**config.mk**
```make
export PLATFORM = sky130hd
export DESIGN_NAME = sumb_bscan_chain
export DESIGN_NICKNAME = d
export VERILOG_FILES = /design/src/rtl/sumb_bscan_chain.sv
export SDC_FILE = /design/constraint.sdc
export NUM_CORES = 1
export LEC_CHECK = 0
export ABC_CLOCK_PERIOD_IN_PS = 1500
export BUFFER_PORTS_ARGS = -buffer_cell sky130_fd_sc_hd__buf_2
export CAP_MARGIN = 20
export CORE_UTILIZATION = 45
export DETAILED_ROUTE_END_ITERATION = 7
export PLACE_DENSITY = 0.78
export SYNTH_ARGS = -nofsm -noshare
export SYNTH_HDL_FRONTEND = slang
export SYNTH_SLANG_ARGS = --single-unit
```
**constraint.sdc**
```tcl
create_clock -name CLK -period 1.5 [get_ports CLK]
set_clock_uncertainty 0.15 [all_clocks]
set_input_delay 0.3 -clock CLK [delete_from_list [all_inputs] [get_ports CLK]]
set_output_delay 0.3 -clock CLK [all_outputs]
set_load 0.01 [all_outputs]
```
**src/rtl/sumb_bscan_chain.sv**
```systemverilog
// Boundary-scan controller for a bank of GPIO pads: muxes core/pad controls and
// runs a capture/shift/update chain with 3 cells per pad (DI, OEN, DO).
module sumb_bscan_chain #(
  parameter int NPAD = 4
) (
  input  logic            CLK,
  input  logic            RSTN,
  input  logic [1:0]      MODE,
  input  logic            CAPTURE,
  input  logic            SHIFT,
  input  logic            UPDATE,
  input  logic            TDI,
  output logic            TDO,
  input  logic [NPAD-1:0] CORE_DO,
  input  logic [NPAD-1:0] CORE_OEN,
  input  logic [NPAD-1:0] CORE_IE,
  input  logic [NPAD-1:0] CORE_REN,
  input  logic [NPAD-1:0] PAD_DI,
  output logic [NPAD-1:0] PAD_DO,
  output logic [NPAD-1:0] PAD_OEN,
  output logic [NPAD-1:0] PAD_REN,
  output logic [NPAD-1:0] PAD_IE,
  output logic [NPAD-1:0] PAD_BSEN,
  output logic [NPAD-1:0] CORE_DI,
  output logic            DONE,
  output logic            ERR
);

  localparam int L  = 3 * NPAD;
  localparam int CW = $clog2(L + 1);
  localparam logic [CW-1:0] CNT_FULL = CW'(L);

  typedef enum logic [1:0] {
    MODE_FUNC   = 2'b00,
    MODE_SAMPLE = 2'b01,
    MODE_EXTEST = 2'b10,
    MODE_HIGHZ  = 2'b11
  } mode_e;

  mode_e mode;
  assign mode = mode_e'(MODE);

  logic [L-1:0]    sr_reg;
  logic [CW-1:0]   cnt_reg;
  logic            err_reg;
  logic [NPAD-1:0] ur_do_reg, ur_oen_reg;
  logic [NPAD-1:0] pad_do_reg, pad_oen_reg, pad_ren_reg, pad_ie_reg, pad_bsen_reg;
  logic [NPAD-1:0] pad_do_next, pad_oen_next, pad_ren_next, pad_ie_next, pad_bsen_next;

  logic [L-1:0]    cap_vec;
  logic [NPAD-1:0] sr_do, sr_oen;

  genvar gi;
  generate
    for (gi = 0; gi < NPAD; gi++) begin : g_cell
      assign cap_vec[3*gi]   = PAD_DI[gi];
      assign cap_vec[3*gi+1] = pad_oen_reg[gi];
      assign cap_vec[3*gi+2] = pad_do_reg[gi];
      assign sr_do[gi]       = sr_reg[3*gi+2];
      assign sr_oen[gi]      = sr_reg[3*gi+1];
    end
  endgenerate

  logic multi_strobe;
  assign multi_strobe = (CAPTURE & SHIFT) | (CAPTURE & UPDATE) | (UPDATE & SHIFT);

  always_comb begin
    pad_do_next   = CORE_DO;
    pad_oen_next  = CORE_OEN;
    pad_ren_next  = CORE_REN;
    pad_ie_next   = CORE_IE;
    pad_bsen_next = '0;
    case (mode)
      MODE_EXTEST: begin
        pad_do_next   = ur_do_reg;
        pad_oen_next  = ur_oen_reg;
        pad_bsen_next = '1;
      end
      MODE_HIGHZ: begin
        pad_do_next  = '0;
        pad_oen_next = '1;
        pad_ren_next = '0;
        pad_ie_next  = '0;
      end
      default: ;
    endcase
  end

  always_ff @(posedge CLK) begin
    if (!RSTN) begin
      sr_reg       <= '0;
      cnt_reg      <= '0;
      err_reg      <= 1'b0;
      ur_do_reg    <= '0;
      ur_oen_reg   <= '1;
      pad_do_reg   <= '0;
      pad_oen_reg  <= '1;
      pad_ren_reg  <= '0;
      pad_ie_reg   <= '0;
      pad_bsen_reg <= '0;
    end else begin
      pad_do_reg   <= pad_do_next;
      pad_oen_reg  <= pad_oen_next;
      pad_ren_reg  <= pad_ren_next;
      pad_ie_reg   <= pad_ie_next;
      pad_bsen_reg <= pad_bsen_next;

      // Only the highest-priority strobe acts; any overlap is a protocol error.
      if (CAPTURE) begin
        sr_reg  <= cap_vec;
        cnt_reg <= '0;
      end else if (UPDATE) begin
        ur_do_reg  <= sr_do;
        ur_oen_reg <= sr_oen;
      end else if (SHIFT) begin
        sr_reg <= {TDI, sr_reg[L-1:1]};
        if (cnt_reg != CNT_FULL) cnt_reg <= cnt_reg + 1'b1;
      end

      if (multi_strobe || (UPDATE && cnt_reg != CNT_FULL)) err_reg <= 1'b1;
    end
  end

  assign TDO      = sr_reg[0];
  assign DONE     = (cnt_reg == CNT_FULL);
  assign ERR      = err_reg;
  assign PAD_DO   = pad_do_reg;
  assign PAD_OEN  = pad_oen_reg;
  assign PAD_REN  = pad_ren_reg;
  assign PAD_IE   = pad_ie_reg;
  assign PAD_BSEN = pad_bsen_reg;
  assign CORE_DI  = MODE[1] ? '0 : PAD_DI;

endmodule
```
* Word-level counts from Yosys, hierarchy flattened
Index checks and enable logic that the tools add are counted.
W data, S select, Z words.
** Word-level totals
- Register bits after elaboration :: 45
- Bits in latches :: 0
- Memory bits (writable) :: 0
- Bits in read-only memories :: 0
- Bits of input ports :: 28
- Output and inout port bits :: 27
- Word-level logic and storage cells :: 39
- Memories kept :: 0
** Cells by class
- $add $sub $neg :: 1
- $mul :: 0
- Div/mod/pow operators :: 0
- Order comparisons :: 0
- Equality and inequality tests :: 5
- Shift operators :: 0
- Muxes and demuxes :: 7
- Bitwise gates (word level) :: 8
- Reduce and logical (&&, ||, !) cells :: 8
** Operator list (number)
- $mux W12 :: 3
- $pmux W4 S2 :: 2
- $mux W4 :: 2
- $add A4 B1 Y4 const B :: 1
- $eq A2 B2 Y1 const B :: 2
- $eq A4 B4 Y1 const B :: 1
- $ne A4 B4 Y1 const B :: 1
- $reduce_and A2 Y1 :: 2
- $reduce_or A2 Y1 :: 2
- $and A1 B1 Y1 :: 3
- $not A1 Y1 :: 3
- $reduce_and A3 Y1 :: 1
- $ne A2 B2 Y1 const B :: 1
- $or A1 B1 Y1 :: 2
- $reduce_bool A2 Y1 :: 1
- $logic_and A1 B1 Y1 :: 1
- $logic_or A1 B1 Y1 :: 1

* Longest topological paths before layout
- Word-level depth :: 4
- Depth in mapped cells :: 6

* Least setup slack after synthesis
No wires, ideal clock.
- Path kind :: register to register
- Start point :: reg cnt_reg[0]
- End point :: reg cnt_reg[3]
- Setup time :: 0.125 ns
- Arrival :: 1.157 ns
- Required time :: 1.225 ns
- Slack :: 0.067 ns
- Stages on the path, launching flop included :: 7
- Clock period less this slack :: 1.433 ns
- Path through :: dfxtp_1 inv_1 ha_1 nand3_1 inv_1 o31ai_1 a21oi_1
** Between the ends
- Cells in the longest elaborated chain, start to end :: 2
** RTL lines
- from (decl) :: RTL line 44 : logic [CW-1:0] cnt_reg;
- from (signal assigned) :: RTL line 117 : if (cnt_reg != CNT_FULL) cnt_reg <= cnt_reg + 1'b1;
- branches (longest 2 deep; another with $add A4 B1 Y4)
Parallel ways; which one is timed is not known.
A chain may end at the register's enable or synchronous reset.

* Worst setup path in the final report
- Start point :: reg cnt_reg[1]
- End point :: out DONE
** Between the ends
- Cells in the longest elaborated chain, start to end :: 1
** RTL lines
- $eq A4 B4 Y1 :: RTL line 125 : assign DONE = (cnt_reg == CNT_FULL);
- to (decl) :: RTL line 25 : output logic DONE,
Every way passes these cells.

==> metrics <==
H-tree depth=2; CP endpoint=DONE; Slew headroom=71.82%; Cells after Synth=198; CTS clk-pin slew, worst paths=0.08 ns; RSZ-0062 raised after global routing=true; Hold Vio Cnt, Final=0; # hold bufs at CTS=0; Slew Limit Fails=0; critical path fanouts, max=2; Detailed Route WL=3496 um; library cells used by synthesis=29; Crit Path Category=reg2out; launch point of the worst path=cnt_reg[1]; fill count=334; peak supply drop=0.5934 mV; layout cells sized above 1=32.94%; Main synth FF type=dfxtp_1; CP Data Arrival Time=1.08 ns; Seq/Total Area, Yosys=49.19%; initial DRC count=61; Setup TNS=-0.02601 ns; Post-DRT Antenna Nets=0; vias=1494; row cnt=22; final worst path period share=101.7%; initial antenna violation count=0; FF-to-FF path depth=7; combinational family with the most area after synthesis=simple AND/OR/NAND/NOR gates; input/output buffers=54; mux cell area share after synthesis=0%; die span in x=63.63 um; clk_lat worst skew=0.29 ns; DP HPWL=2442 um; I/O pin count=55; # setup viols final=1; fmax=655.3 MHz; global route overflow=0; CTS root buffer=clkbuf_8; Starting Density=46.68%; failing checks=setup timing; Post-Synth XOR/XNOR Area=0%; average size of a mapped cell=8.632 sq um; worst hold slack=0.04982 ns; pwr dens=1004 nW/um^2; Synth Area in Simple Gates=26.06%; Synth Area in Compound Gates=16.47%; clock sink count=42; status=finished, violations left; Synth area leader=dfxtp_1; Required @ worst endpoint=1.05 ns; Vert. Die Dim=63.63 um; syn_nets=228; vias in the first global route=1357; HP Class=in2reg; Post-Syn Area=1709 sq um; via/cell ratio=4.931; Total Power=0.002180 W; largest cells by area after synthesis=dfxtp_1 49%, nand2_1 9.2%, o21ai_0 5.3%, a31oi_1 4.4%, and2_1 2.9%; die area=4049 sq um; P&R area growth vs syn=27.09%; first-pass GRT wire length=6037 um; CTS tree=built; DRC violations left=0; Routability Congestion=0.7853; R2R Setup Slk=0.11 ns; CTS max path bufs=2; Finished Core Util=59.33%; number of flops mapped to enable cells by yosys=0; Max-Cap Viols=0; post-route setup slack=-0.02601 ns; CP Capture Type=output port; First-pass DRT Iterations=4; top-area cell type share of the netlist area=49.19%; fraction of registers with async set/reset=0%; P_leak=0.9326 nW; Startpoint Class=register; All-Layer GR Usage=19.40%; Reg2Reg Launch Point=cnt_reg[1]; Post-Synth Adder-Cell Area=1.464%; reg2reg end=cnt_reg[3]; worst slew pin tran=0.4218 ns; routed len/inst=11.54 um; most frequent cells after synthesis=42 x dfxtp_1, 42 x nand2_1, 18 x o21ai_0; yosys warns=0; register bit count reported by yosys=42; ANT cells=0; Final Critical Period=1.526 ns; number of flip-flops in the largest register=12; number of CTS-inserted buffers=5; total core area=3661 sq um; largest net degree at the start of global routing=32; Final nets=284
==> where the power goes <==
group / leakage (nW) / switching (W) / internal [W] / total [W]
Clock: 0.0441 / 0.000385 / 0.000327 / 0.000712
Combinational: 0.541 / 0.000139 / 0.000124 / 0.000263
Sequential: 0.347 / 0.0000313 / 0.00117 / 0.00121
==> cell type report <==
cell class / count / area [sq um] / area share (%)
sequential: 42 / 843.3 / 38.82
multi-input combinational: 136 / 777.0 / 35.77
timing repair buffer: 65 / 384.1 / 17.68
clock buffer: 5 / 68.82 / 3.168
tap: 48 / 60.06 / 2.765
clock inverter: 3 / 21.27 / 0.9793
inverter: 4 / 17.52 / 0.8065
==> repair_timing <==
| item | 4_1_cts | 5_1_grt |
|---|---|---|
| resized for setup | 9 | 2 |
| buffers inserted | 5 | 0 |
| endpoints found under the setup margin | 1 | 1 |
| pin swaps | 1 | 0 |
==> metrics by stage <==
| stage | std cells | setup slack (ns) | instance area (sq um) |
|---|---|---|---|
| after floorplan | 198 | 0.06743 | 1709 |
| after global placement | 290 | 0.1304 | 2008 |
| after detailed placement | 290 | 0.08150 | 2008 |
| after CTS | 303 | -0.02027 | 2162 |
| after global routing | 303 | -0.08294 | 2172 |
| final | 303 | -0.02601 | 2172 |
==> cells by family after synthesis <==
family / count (synthesis)
buf+inv: 20
flops: 42
fa+ha+maj: 2
compound gates: 47
simple gates: 87
==> layer usage <==
layer	vias up	GRT usage [%]	share of wire (%)
met4	0	7.670	1.1
met2	38	31.52	48
met1	681	24.04	47
li1	771	-	-
met3	4	5.435	4.1
met5	-	0	0
==> placed cells by master, fill, tap and decap left out, types with 2 or more instances in the layout <==
master    count
a21boi_0      6
a21boi_1      3
a21oi_1       5
a31oi_1      12
and2_1        8
buf_12        2
buf_2        53
buf_4         9
clkbuf_8      5
dfxtp_1      40
dfxtp_2       2
inv_2         2
nand2_1      42
nand2b_1      5
nand3_1       6
nand3b_1      4
nor2_1        6
nor2b_1       5
nor3b_1       5
o21ai_0      18
==> how the worst min path moves through the flow <==
stage,depth (start not counted),startpoint,endpoint
detailed placement,2,ur_do_reg[3],ur_do_reg[3]
finish,2,CORE_REN[2],PAD_REN[2]
global placement,1,ERR,ERR
global route,2,CORE_REN[2],PAD_REN[2]
floorplan,1,CORE_IE[0],PAD_IE[0]
CTS,2,CORE_REN[2],PAD_REN[2]
==> worst max-delay path: stages (launching register included) <==
cell     delay [ns]
dfxtp_2        0.35
inv_2          0.05
ha_4           0.16
nand3_4        0.09
inv_4          0.04
buf_6          0.11
No activity file was read; power rests on OpenSTA's default activity.
